## src/rtl/axi_read_scheduler.sv

```systemverilog
// axi_read_scheduler: shares one AXI read port (AR/R) between N read masters.
// One burst is outstanding at a time. Arbitration is fixed priority: starved
// masters first, then PRIO_MASTER, then the lowest valid index. R beats are
// steered back to the granted master combinationally.
// Ports:
//   clk, rst_n                       clock, synchronous active-low reset
//   req_valid/req_addr/req_len       per-master burst requests (sliced buses)
//   req_ready                        pulse on the AR handshake of that master
//   ARVALID/ARREADY/ARID/ARLEN/ARADDR  AXI read-address channel
//   RVALID/RLAST/RID/RDATA/RREADY      AXI read-data channel
//   resp_valid/resp_last/resp_data   per-master beat strobes, shared data
//   busy                             scheduler not idle
//   proto_err                        sticky protocol-error flag
module axi_read_scheduler #(
  parameter int unsigned N_MASTERS    = 3,
  parameter int unsigned ADDR_WIDTH   = 26,
  parameter int unsigned DATA_WIDTH   = 32,
  parameter int unsigned PRIO_MASTER  = 1,
  parameter int unsigned STARVE_LIMIT = 15
) (
  input  logic                            clk,
  input  logic                            rst_n,
  input  logic [N_MASTERS-1:0]            req_valid,
  input  logic [N_MASTERS*ADDR_WIDTH-1:0] req_addr,
  input  logic [N_MASTERS*4-1:0]          req_len,
  output logic [N_MASTERS-1:0]            req_ready,
  output logic                            ARVALID,
  input  logic                            ARREADY,
  output logic [3:0]                      ARID,
  output logic [3:0]                      ARLEN,
  output logic [ADDR_WIDTH-1:0]           ARADDR,
  input  logic                            RVALID,
  input  logic                            RLAST,
  input  logic [3:0]                      RID,
  input  logic [DATA_WIDTH-1:0]           RDATA,
  output logic                            RREADY,
  output logic [N_MASTERS-1:0]            resp_valid,
  output logic [N_MASTERS-1:0]            resp_last,
  output logic [DATA_WIDTH-1:0]           resp_data,
  output logic                            busy,
  output logic                            proto_err
);

  localparam int unsigned CNT_W = $clog2(STARVE_LIMIT + 1);
  localparam logic [CNT_W-1:0] LIMIT = CNT_W'(STARVE_LIMIT);

  typedef enum logic [1:0] {S_IDLE, S_ADDR, S_DATA} state_e;

  state_e                  state_q;
  logic                    arvalid_q;
  logic [3:0]              arid_q;
  logic [3:0]              arlen_q;
  logic [ADDR_WIDTH-1:0]   araddr_q;
  logic [3:0]              beat_q;
  logic                    rready_q;
  logic                    err_q;
  logic [CNT_W-1:0]        wait_q [N_MASTERS];

  logic [3:0]              grant_d;
  logic                    found;
  logic [ADDR_WIDTH-1:0]   sel_addr_d;
  logic [3:0]              sel_len_d;

  // Grant: starved (lowest index) > preferred master > lowest valid index.
  always_comb begin
    grant_d = '0;
    found   = 1'b0;
    for (int unsigned i = 0; i < N_MASTERS; i++) begin
      if (!found && req_valid[i] && wait_q[i] == LIMIT) begin
        grant_d = 4'(i);
        found   = 1'b1;
      end
    end
    if (!found && req_valid[PRIO_MASTER]) begin
      grant_d = 4'(PRIO_MASTER);
      found   = 1'b1;
    end
    for (int unsigned i = 0; i < N_MASTERS; i++) begin
      if (!found && req_valid[i]) begin
        grant_d = 4'(i);
        found   = 1'b1;
      end
    end
  end

  // Address/length of the granted master.
  always_comb begin
    sel_addr_d = '0;
    sel_len_d  = '0;
    for (int unsigned i = 0; i < N_MASTERS; i++) begin
      if (grant_d == 4'(i)) begin
        sel_addr_d = req_addr[i*ADDR_WIDTH +: ADDR_WIDTH];
        sel_len_d  = req_len[i*4 +: 4];
      end
    end
  end

  // FSM, AR registers, beat counter, starvation counters, error flag.
  always_ff @(posedge clk) begin
    if (!rst_n) begin
      state_q   <= S_IDLE;
      arvalid_q <= 1'b0;
      arid_q    <= '0;
      arlen_q   <= '0;
      araddr_q  <= '0;
      beat_q    <= '0;
      rready_q  <= 1'b0;
      err_q     <= 1'b0;
      for (int unsigned i = 0; i < N_MASTERS; i++) wait_q[i] <= '0;
    end else begin
      rready_q <= 1'b1;
      case (state_q)
        S_IDLE: begin
          if (RVALID && rready_q) err_q <= 1'b1;
          if (|req_valid) begin
            state_q   <= S_ADDR;
            arvalid_q <= 1'b1;
            arid_q    <= grant_d;
            arlen_q   <= sel_len_d;
            araddr_q  <= sel_addr_d;
            for (int unsigned i = 0; i < N_MASTERS; i++) begin
              if (grant_d == 4'(i)) wait_q[i] <= '0;
              else if (req_valid[i] && wait_q[i] != LIMIT) wait_q[i] <= wait_q[i] + CNT_W'(1);
            end
          end
        end
        S_ADDR: begin
          if (RVALID && rready_q) err_q <= 1'b1;
          if (ARREADY) begin
            arvalid_q <= 1'b0;
            beat_q    <= '0;
            state_q   <= S_DATA;
          end
        end
        S_DATA: begin
          if (RVALID) begin
            // Foreign-ID beats are drained without counting.
            if (RID != arid_q) begin
              err_q <= 1'b1;
            end else if (RLAST) begin
              if (beat_q != arlen_q) err_q <= 1'b1;
              state_q <= S_IDLE;
            end else begin
              if (beat_q == arlen_q) err_q <= 1'b1;
              beat_q <= beat_q + 4'd1;
            end
          end
        end
        default: state_q <= S_IDLE;
      endcase
    end
  end

  // Beat steering and AR handshake pulse; gated by reset so an aborted burst emits nothing.
  always_comb begin
    resp_valid = '0;
    resp_last  = '0;
    req_ready  = '0;
    for (int unsigned i = 0; i < N_MASTERS; i++) begin
      if (rst_n && state_q == S_DATA && RVALID && RID == arid_q && arid_q == 4'(i)) begin
        resp_valid[i] = 1'b1;
        resp_last[i]  = RLAST;
      end
      if (rst_n && state_q == S_ADDR && ARREADY && arid_q == 4'(i)) req_ready[i] = 1'b1;
    end
  end

  assign ARVALID   = arvalid_q;
  assign ARID      = arid_q;
  assign ARLEN     = arlen_q;
  assign ARADDR    = araddr_q;
  assign RREADY    = rready_q;
  assign resp_data = RDATA;
  assign busy      = (state_q != S_IDLE);
  assign proto_err = err_q;

endmodule

```

## config.mk

```make
export PLATFORM = sky130hd
export DESIGN_NAME = axi_read_scheduler
export DESIGN_NICKNAME = d
export VERILOG_FILES = /design/src/rtl/axi_read_scheduler.sv
export SDC_FILE = /design/constraint.sdc
export NUM_CORES = 1
export LEC_CHECK = 0
export ABC_CLOCK_PERIOD_IN_PS = 1800
export CAP_MARGIN = 20
export CORE_MARGIN = 10
export CORE_UTILIZATION = 35
export CTS_CLUSTER_DIAMETER = 60
export DETAILED_ROUTE_END_ITERATION = 10
export HOLD_SLACK_MARGIN = 0.12
export PLACE_DENSITY = 0.77
export REMOVE_ABC_BUFFERS = 1
export SLEW_MARGIN = 20
export SYNTH_ARGS = -nofsm -noshare
export SYNTH_HDL_FRONTEND = slang
export SYNTH_SLANG_ARGS = --single-unit
```

## constraint.sdc

```tcl
create_clock -name clk -period 1.8 [get_ports clk]
set_input_delay 0.36 -clock clk [delete_from_list [all_inputs] [get_ports clk]]
set_output_delay 0.36 -clock clk [all_outputs]
set_load 0.01 [all_outputs]
```

### Word-level counts from Yosys, hierarchy flattened

Memories as Yosys holds them, arrays and structs flattened.
Index checks and enable logic that the tools add are counted.

* output and inout bits: 79
* memories kept: 1
* register bits: 43
* input bits: 134
* memory bits (writable): 12
* word-level logic and storage cells: 177

* muxes and demuxes: 89
* equality and inequality tests: 25
* reduce and logical (&&, ||, !) cells: 44
* $add $sub $neg: 4
* bitwise logic cells: 6

Memory list
* wait_q: words 3, width 4, read ports 3, clocked after Yosys merged registers in 0, wr ports 3, RTL line 57 `logic [CNT_W-1:0] wait_q [N_MASTERS];`

Operator list (count)
* $mux W26: 3
* $mux W4: 18
* $mux W1: 59
* $logic_and A1 B1 Y1: 24
* $ne A4 B4 Y1 const B: 5
* $add A4 B1 Y4 const B: 4
* $reduce_and A5 Y1: 3
* $eq A4 B4 Y1 const B: 3
* $ne A2 B2 Y1 const B: 6
* $mux W2: 5
* $eq A4 B1 Y1 const B: 2
* $eq A4 B2 Y1 const B: 2
* $eq A4 B4 Y1: 2
* $logic_not A4 Y1: 2
* $ne A4 B4 Y1: 2
* $pmux W4 S2: 1
* $reduce_bool A2 Y1: 4
* $logic_not A1 Y1: 6
* $or A1 B1 Y1: 6
* $pmux W2 S3: 1
* $pmux W1 S2: 2
* $reduce_and A3 Y1: 1
* $reduce_or A3 Y1: 1
* $eq A2 B1 Y1 const B: 1
* other kinds (5): 5

### Logic depth before layout (Yosys ltp)

An unclocked memory read counts as a cell.

* depth after elaboration: 32
* gate-level depth with buffers: 7
* gate-level depth less buffers: 5

### Least setup slack after synthesis

No wires, ideal clock.

* kind: reg2reg
* start: memory wait_q[0][0] (netlist name)
* end: register arlen_q[0], in the netlist ARLEN[0]
* cell stages (with the launch flop): 8
* path slack: 8 ps
* clock period less this slack: 1792 ps
* required time: 1683 ps
* arrival time: 1674 ps
* cell sequence: edfxtp_1 > ha_1 > and4_1 > buf_6 > a311oi_4 > buf_6 > o32ai_1 > a32o_1

RTL lines
* from (decl): RTL line 57
* to (signal assigned): RTL line 119 `arlen_q <= sel_len_d;`
* to (decl): RTL line 52 `logic [3:0] arlen_q;`

### Worst setup path in the final report

* start: register arid_q[1], in the netlist ARID[1]
* end: output resp_last[1]

* longest elaborated chain between the ends: 4
* elaborated cells on any way between the ends: 5
* classes of those cells: eq/ne: 2; mux: 1; reduce/logical: 2

RTL lines
* from (decl): RTL line 51 `logic [3:0] arid_q;`
* from (signal assigned): RTL line 118 `arid_q <= grant_d;`
* $eq A4 B4 Y1: RTL line 160 `if (rst_n && state_q == S_DATA && RVALID && RID == arid_q && arid_q == 4'(i)) begin`
* $logic_and A1 B1 Y1: RTL line 160
* $logic_and A1 B1 Y1 (*): RTL line 160
* $mux W1 (*): RTL line 160
* to (decl): RTL line 38 `output logic [N_MASTERS-1:0] resp_last,`

Every way passes the cells marked *; elsewhere a longest branch is shown, timed or not.

==> flow_summary.yaml <==
outcome:
  status: "finished with violations"
  violations: "setup timing"
setup_path:
  worstReg2RegEnd: "wait_q[2][0]$_SDFFCE_PN0P_"
  cp_max_fo: 3
  endpoint_kind: "primary output"
  reg2regPathDepth: 6
  crit_path_start_kind: "register"
  r2r_start: "wait_q[2][0]$_SDFFCE_PN0P_"
  cp-startpoint: "ARID[1]$_SDFFE_PN0P_"
  cp-endpoint: "resp_last[1]"
  required_ns: 1.44
  r2r_slack_ns: -0.13
  crit_type: "reg2out"
  arrival_ns: 1.59
global_routing:
  antenna_found_initial: 0
  first_global_vias: 4632
  grt_pass1_wl_um: 25000
  grt_max_degree: 44
  overflow: 0
  grt_use_total_pct: 20.6
power:
  p_int_mw: 2.37
  power_frac_comb_pct: 37.9
  p_seq_share_pct: 40.6
  power.leakage_nw: 2.44
  p_per_area_mw_per_mm2: 556
  clkPwrFrac_pct: 21.5
  p_total_mw: 3.42
  vdd_drop_max_v: 0.000355
  p_switching_mw: 1.05
  switching_share_pct: 30.7
yosys:
  synth_area_leaders: "dfxtp_1 22%, edfxtp_1 9.6%, a32o_1 8.0%"
  yosys_warnings: 0
  async_flop_share_pct: 0
  synth_top_area_share_pct: 21.9
  yosys.area.top_type: "dfxtp_1"
  ys_seq_area_share_pct: 31.4
  synth_cells: 432
  synth-edff-count: 12
  synth_cell_types: 48
  synth_flop_cell: "dfxtp_1"
  synth.cell_area_mm2: 0.00376
  ys_ff_latch: 53
  avgSynthCellArea_um2: 8.69
timing:
  finalSetupViolCount: 35
  rsz0062_at_grt: "true"
  fin_skew_ns: 0.0173
  slew_violations: 0
  fin_crit_ns: 1.95
  fmax_ghz: 0.514
  hold_viol: 0
  setup_ws_ns: -0.147
  period_share_pct: 108
detailed_routing:
  first_pass_iters: 5
  drt-initial-drc-count: 278
  vias: 4396
  ant_nets: 0
  wl_per_cell_um: 22.8
  drc: 0
  drt-vias-per-instance: 5.92
  drt-total-wl_um: 17000
cells_and_area:
  n_antenna_cell: 0
  nNetsFinal: 744
  design_area_mm2: 0.00616
  layout-drive-gt1-share_pct: 28.2
  syn_to_final_growth_pct: 63.9
  mostFrequentLayoutCell: "clkdlybuf4s50_1"
  final_cell_mix: "127 x clkdlybuf4s50_1, 78 x buf_4, 39 x dfxtp_1"
  fin_util_pct: 59.4
clocking:
  hold_buffers: 0
  insertion_delay_ns: 0.32
  clkTransAtPathRegs_ns: 0.10
  clock_sink_count: 53
  numCtsBuffers: 5
  cts_root_buf: "clkbuf_8"
  cts_tree: "yes"
  clock_path_buffers: 2
  ctsHtreeMaxLevel: 2
floorplanning:
  dieArea_mm2: 0.0153
  die_w_um: 124
  core-area_mm2: 0.0104
  initial_utilization_pct: 36.2
  ioPinCount: 213
  placement_rows: 37
  die_h_um: 124
run:
  maxCapViolations: 0
placement:
  dp_hpwl_um: 11700
  gp_congestion: 0.892
  io_buffers: 146
  place_area_mm2: 0.00545
worst_hold_path:
  min_path_type: "reg2reg"
  min-delay-start: "ARADDR[7]$_SDFFE_PN0P_"
  holdPathStages: 1
==> routing by layer <==
layer	vias up	global-route usage [%]	wire length, µm
li1	1983	-	-
met1	2115	24.0	6760
met2	265	31.3	7730
met3	31	11.2	2050
met4	2	6.55	361
met5	-	3.62	72
==> registers in the layout, summed over array words and instances, names as in the netlist <==
signal / cells
wait_q: 12
ARID: 2
ARLEN: 4
ARADDR: 26
RREADY: 1
ARVALID: 1
beat_q: 4
proto_err: 1
state_q: 2
==> timing repair <==
action,in CTS,in global routing
endpoints found under the setup margin,48,47
pin swaps,11,45
gates cloned,2,4
resized for setup,68,61
buffers inserted,19,9
==> cell type report <==
cell class              count  area, µm²
clock buffers               7       86.3
clock inverters             1       6.26
fillers                   881       4210
inverters                  39        146
multi-input cells         265       2270
flip-flops and latches     53       1190
well taps                 136        170
repair buffers            242       2290
==> critical path, cell delays in order (launching register included) <==
cell and delay, ns:
dfxtp_4 0.38, xnor2_4 0.16, buf_4 0.15, nand4_1 0.18, nor4_1 0.22, buf_2 0.19
==> cell usage after synthesis (5+ instances only) <==
library cell  count
clkbuf_1         18
a211oi_1         31
nor2_1           20
o32ai_1          30
nand2_1           8
dfxtp_1          41
nand3_1          10
a22oi_1          30
edfxtp_1         12
nor3_1            5
buf_4            35
a32o_1           30
or3_1            31
a21oi_1           6
nor4_1            6
buf_2            18
inv_1            38
nand4_1           6
xor2_1            7
==> per-stage QoR <==
step / cells / TNS [ns] / setup WS (ns) / hold WS [ns]
final: 743 / -1.55 / -0.147 / 0.476
after global routing: 743 / -3.55 / -0.197 / 0.499
after CTS: 731 / -0.353 / -0.128 / 0.478
after detailed placement: 702 / -20.54 / -0.706 / 0.454
after global placement: 702 / -17.80 / -0.622 / 0.445
after floorplan: 357 / -31.02 / -0.867 / 0.388
==> worst min path at each step <==
stage and to:
3_3_place_gp ARVALID$_SDFFE_PN0P_, 5_1_grt ARADDR[23]$_SDFFE_PN0P_, 4_1_cts ARADDR[25]$_SDFFE_PN0P_, 2_1_floorplan RREADY$_DFF_P_, 3_5_place_dp ARADDR[12]$_SDFFE_PN0P_, 6_report ARADDR[7]$_SDFFE_PN0P_
==> power by group through the flow <==
stage                     combinational [mW]  sequential, mW  clock [mW]
after floorplan                        0.378            1.45           0
after global placement                  1.09            1.41           0
after detailed placement                1.11            1.41           0
after CTS                               1.17            1.39       0.748
after global routing                    1.38            1.40       0.782
final                                   1.30            1.39       0.735
==> cells by family (layout without fill, tap and decap cells) <==
kind of cell / Yosys count / after routing / synth area share, %
other cells: 1 / 2 / 0.0998
buf+inv: 115 / 289 / 16.4
xor+xnor: 13 / 13 / 3.43
fa+ha+maj: 4 / 4 / 1.33
simple gates: 99 / 99 / 14.4
compound gates: 147 / 147 / 32.9
flops: 53 / 53 / 31.4
No activity file was read; power rests on OpenSTA's default activity.
==> RTL change 1: new RTL, same settings <==
Put one more register stage on the output `proto_err`, without a reset. The value now appears one clock later. The other outputs are not delayed to match.
--- a/src/rtl/axi_read_scheduler.sv
+++ b/src/rtl/axi_read_scheduler.sv
@@ -174,3 +174,5 @@
   assign busy      = (state_q != S_IDLE);
-  assign proto_err = err_q;
+  always_ff @(posedge clk) begin
+    proto_err <= err_q;
+  end
 
Check against the original RTL: not equivalent (Yosys sat finds a counterexample within 4 cycles, from zero or initial values and one cycle with rst_n low).
==> RTL change 1 against the unedited design <==
Sequential share of layout area shrank 0.10 points. Cell area increased by 2.3%. Total power increased by 3.4%. Clock power rose by 5.6%. Wire length increased by 2.8%. Count of clock-buffer cells in the layout rose by 1. Clock skew fell by 0.0021 ns. Worst setup slack got worse by 0.0015 ns. Critical path type is now flip-flop to flip-flop. Worst hold slack got worse by 0.097 ns. Via count grew 0.68%. The flow still finishes with violations (negative setup slack). Area after synthesis is essentially flat. Die area hardly changed. Critical endpoint is now ARADDR[14]. First-iteration DRC count rose by 13%. Highest routed layer unchanged. Sequential cell count rose by 1.
==> RTL change 1: results <==
[routing]
drtPass1Iterations = 5
routed_via_density = 6.088
wl_per_cell_microns = 23.98
drt-initial-drc-count = 313

[timing]
setup_tns_ns = -2.336
setup_viol = 35
fin_worst_skew_ns = 0.01513
finalWorstSetupSlack_ns = -0.1489

[logic_synthesis]
synth-edff-count = 12
synth_area_leaders = "dfxtp_1 (22%), edfxtp_1 (9.6%), a32o_1 (8.0%), buf_4 (7.0%), o32ai_1 (7.0%)"
yosysWarnings = 0
async_flop_share_pct = 0
ys_seq_area_share_pct = 31.96
synthCells = 433
synthDistinctLibCells = 49
ys.flop_type = "dfxtp_1"
synthTopCellsByCount = "dfxtp_1 (42), inv_1 (39), buf_4 (35)"

[hold_path]
hold_path_class = "flip-flop to flip-flop"
min_delay_path_depth = 0
holdPathEnd = "proto_err"
hold_start = "err_q"

[power_and_ir_drop]
p_leak_nw = 2.449
intPower_w = 0.002463
worst_ir_drop_vdd_uv = 380.4

[critical_path]
crit_fanout = 7
slowest_stage = "edfxtp_1"
cp.arrival_ns = 2.16
slowest_delay_ns = 0.38
rr_worst_depth = 6
reg2reg_to = "ARADDR[14]"

[clock_tree]
cts_root_buf = "clkbuf_8"
cts_buffer_depth = 2
clk_pin_slew_ns = 0.10
clock_latency_ns = 0.31
cts_buffers = 5
htreeDepth = 2

[global_routing]
grt_pass1_wl_microns = 25120
grt_pass1_vias = 4536
grt_usage_pct = 20.94
grt_max_degree = 31

[layout]
drive_gt1_share_pct = 29.61
largest_register_ffs = 26
diodes = 0
fillers = 831
stdcell_count = 727

[placement]
place_inst = 701
hpwl_microns = 11740
numPortBuffers = 146
gp_congestion = 0.8720

[status]
outcome = "finished, violations left"
violations = "negative setup slack"
[RTL change 1: worst register-to-register path, stage by stage, from the launching register on]
cell and delay (ns):
edfxtp_1 0.38, ha_2 0.22, and3_4 0.25, o211ai_4 0.17, clkbuf_16 0.22, or3_1 0.32, a32o_1 0.28
[RTL change 1: how the worst max path moves through the flow]
stage | from | slack, ns | depth (start not counted) | endpoint
after detailed placement | RID[1] | -0.74 | 5 | resp_last[1]
after global placement | RID[1] | -0.61 | 5 | resp_last[0]
after CTS | wait_q[0][0] | -0.11 | 8 | ARADDR[21]
final | wait_q[2][0] | -0.15 | 6 | ARADDR[14]
after global routing | wait_q[2][1] | -0.20 | 6 | ARADDR[14]
after floorplan | wait_q[0][0] | -0.87 | 5 | ARLEN[0]
[RTL change 1: cells by family after synthesis]
family / share of synthesized area (%)
compound gates: 31.99
xor+xnor: 3.229
fa+ha+maj: 1.332
buf+inv: 16.21
flops: 31.96
mux: 0.5326
other cells: 0.09977
simple gates: 14.65
[RTL change 1: stage by stage]
step                      hold slack [ns]  setup slack [ns]  area (sq um)  total power [W]
final                              0.3787           -0.1489          6300         0.003541
after global routing               0.3901           -0.2016          6300         0.003692
after CTS                          0.3794           -0.1098          5938         0.003411
after detailed placement           0.3667           -0.7364          5448         0.002540
after global placement             0.3610           -0.6109          5448         0.002507
after floorplan                    0.3512           -0.8666          3299         0.001851
[RTL change 1: per-layer routing]
layer  global-route usage [%]  up-vias  part of all wire, %
li1                         -     1953                    -
met3                    10.14       41                   12
met2                    33.48      302                   46
met1                    24.23     2128                   38
met5                    3.289        -                 0.38
met4                    5.822        2                  2.7
[RTL change 1: cell type report]
cell class                 instances  share of cell area (%)
sequential                        54                   19.17
multi-input combinational        265                   39.17
tap                              136                   2.701
clock buffer                       8                   1.609
timing repair buffer             225                   34.99
inverter                          39                   2.363
[RTL change 1: repair_timing]
item / in CTS / in global routing
setup endpoints to repair: 45 / 45
cloned: 4 / 3
setup buffers: 12 / 1
pin swaps: 40 / 43
resized for setup: 85 / 61
[RTL change 1: power groups by stage]
stage,Combinational [W],Sequential (W),Clock [W]
6_report,0.00135,0.00142,0.000776
5_1_grt,0.00143,0.00143,0.000837
4_1_cts,0.00122,0.00141,0.000783
3_5_place_dp,0.00110,0.00144,0
3_3_place_gp,0.00108,0.00143,0
2_1_floorplan,0.000378,0.00147,0
==> RTL change 2: new RTL, same flow settings <==
Made on the original files. Change the parameter `DATA_WIDTH` from 32 to 28.
--- a/src/rtl/axi_read_scheduler.sv
+++ b/src/rtl/axi_read_scheduler.sv
@@ -16,3 +16,3 @@
   parameter int unsigned ADDR_WIDTH   = 26,
-  parameter int unsigned DATA_WIDTH   = 32,
+  parameter int unsigned DATA_WIDTH   = 28,
   parameter int unsigned PRIO_MASTER  = 1,
Ports: changed (resized RDATA and resp_data); port bits go from 213 to 205. No check against the original RTL was run, so the function may have changed too.
==> RTL change 2 against the unedited design <==
The run still ends with negative setup slack left. Wire length up 0.48%. Area after synthesis down 0.80%. Cell count down 0.81%. Sequential cell count unchanged. Total power up 1.9%. Cell area up 5.3%. First-iteration DRC count down 21%. Combinational power up 9%. Synthesized cell count down 0.93%. Worst setup slack better by 0.032 ns. Highest routed layer unchanged.
==> RTL change 2: results <==
[status]
outcome = "finished, violations left"
violations = "negative setup slack"

[clock_tree]
cts_buffer_depth = 2
cts_buffers = 5
cts_root_buf = "clkbuf_8"
htreeDepth = 2
clk_pin_slew_ns = 0.10
clock_latency_ns = 0.31

[layout]
diodes = 0
drive_gt1_share_pct = 34.11
final_nets = 734

[critical_path]
cp.arrival_ns = 2.13
slowest_delay_ns = 0.45
slowest_stage = "edfxtp_1"
crit_fanout = 17
critical_path.top_delay_family = "compound AO/OA/AOI/OAI gates"

[logic_synthesis]
synthDistinctLibCells = 48
yosysWarnings = 0
synth-edff-count = 12
ys_seq_area_share_pct = 31.70
synthTopCellsByCount = "dfxtp_1 (41), inv_1 (38), a211oi_1 (31), buf_4 (31), or3_1 (31)"
synth_area_leaders = "dfxtp_1 (22%), edfxtp_1 (9.7%), a32o_1 (8.1%), o32ai_1 (7.1%), a211oi_1 (6.2%)"

[global_routing]
grt_pass1_vias = 4605
grt_max_degree = 40
grt_usage_pct = 20.49
grt_pass1_wl_microns = 24560
antenna_found_initial = 0

[power_and_ir_drop]
p_leak_nw = 2.480
power_switching_share_pct = 31.69
worst_ir_drop_vdd_uv = 308.1

[routing]
drtPass1Iterations = 5
num_vias = 4426
drt-initial-drc-count = 221
wl_per_cell_microns = 23.14

[placement]
gp_congestion = 0.8721
numPortBuffers = 146
hpwl_microns = 11720

[timing]
fin_worst_skew_ns = 0.007428
finalWorstSetupSlack_ns = -0.1156
setup_viol = 29
setup_tns_ns = -1.095

[hold_path]
hold_path_class = "input port to flip-flop"
==> RTL change 2: cell families after synthesis <==
| family | count (synthesis) | synth area share (%) |
|---|---|---|
| flops | 53 | 31.70 |
| other cells | 1 | 0.1006 |
| buf+inv | 111 | 15.75 |
| fa+ha+maj | 4 | 1.343 |
| simple gates | 99 | 14.51 |
| xor+xnor | 13 | 3.459 |
| compound gates | 147 | 33.14 |
==> RTL change 2: power groups by stage <==
stage	logic [W]	clock network, W	registers [W]
2_1_floorplan	0.000378	0	0.00145
3_3_place_gp	0.00109	0	0.00141
3_5_place_dp	0.00111	0	0.00141
4_1_cts	0.00121	0.000684	0.00139
5_1_grt	0.00151	0.000730	0.00141
6_report	0.00142	0.000678	0.00140
==> RTL change 2: repair_timing <==
action,in CTS,in global routing
setup endpoints to repair,50,47
gates resized for setup,97,97
gates cloned,5,0
pin swaps,39,71
buffers inserted,20,7
==> RTL change 2: area by class of cell <==
| cell class | instances | area [sq um] |
|---|---|---|
| clock inverters | 3 | 12.51 |
| flip-flops and latches | 53 | 1191 |
| multi-input cells | 265 | 2646 |
| clock buffers | 5 | 68.82 |
| repair buffers | 236 | 2245 |
| well taps | 136 | 170.2 |
| fillers | 810 | 3890 |
| inverters | 39 | 146.4 |
==> RTL change 2: through the flow <==
stage | total power, W | instances | setup WS, ns | area (sq um) | utilization, %
after global placement | 0.002494 | 702 | -0.6293 | 5453 | 52.58
after CTS | 0.003290 | 734 | -0.1379 | 5896 | 56.85
final | 0.003490 | 737 | -0.1156 | 6480 | 62.49
after global routing | 0.003642 | 737 | -0.2021 | 6480 | 62.49
after detailed placement | 0.002526 | 702 | -0.6810 | 5453 | 52.58
after floorplan | 0.001826 | 357 | -0.8666 | 3289 | -
==> RTL change 2: layer usage <==
layer,vias up,routed length [microns],track usage [%]
met5,-,68,4.276
met4,2,431,5.604
met3,41,1883,9.344
met2,264,7851,32.66
met1,2151,6815,24.08
li1,1968,-,-
==> RTL change 2: worst register-to-register path, stage by stage (launching register included) <==
cell and delay (ns):
edfxtp_1 0.45, ha_4 0.19, and3_4 0.20, buf_4 0.22, a211oi_1 0.37, o32ai_2 0.13
a32o_1 0.26
==> RTL change 2: path summary, 6_finish.rpt <==
kind | startpoint | to | slack, ns | cells past startpoint
setup reg to reg | wait_q[2][1] | ARADDR[16] | -0.12 | 6
hold / removal | ARREADY | state_q[0] | 0.37 | 3
setup / recovery | wait_q[2][1] | ARADDR[16] | -0.12 | 6
hold reg to reg | ARVALID | ARVALID | 0.47 | 2
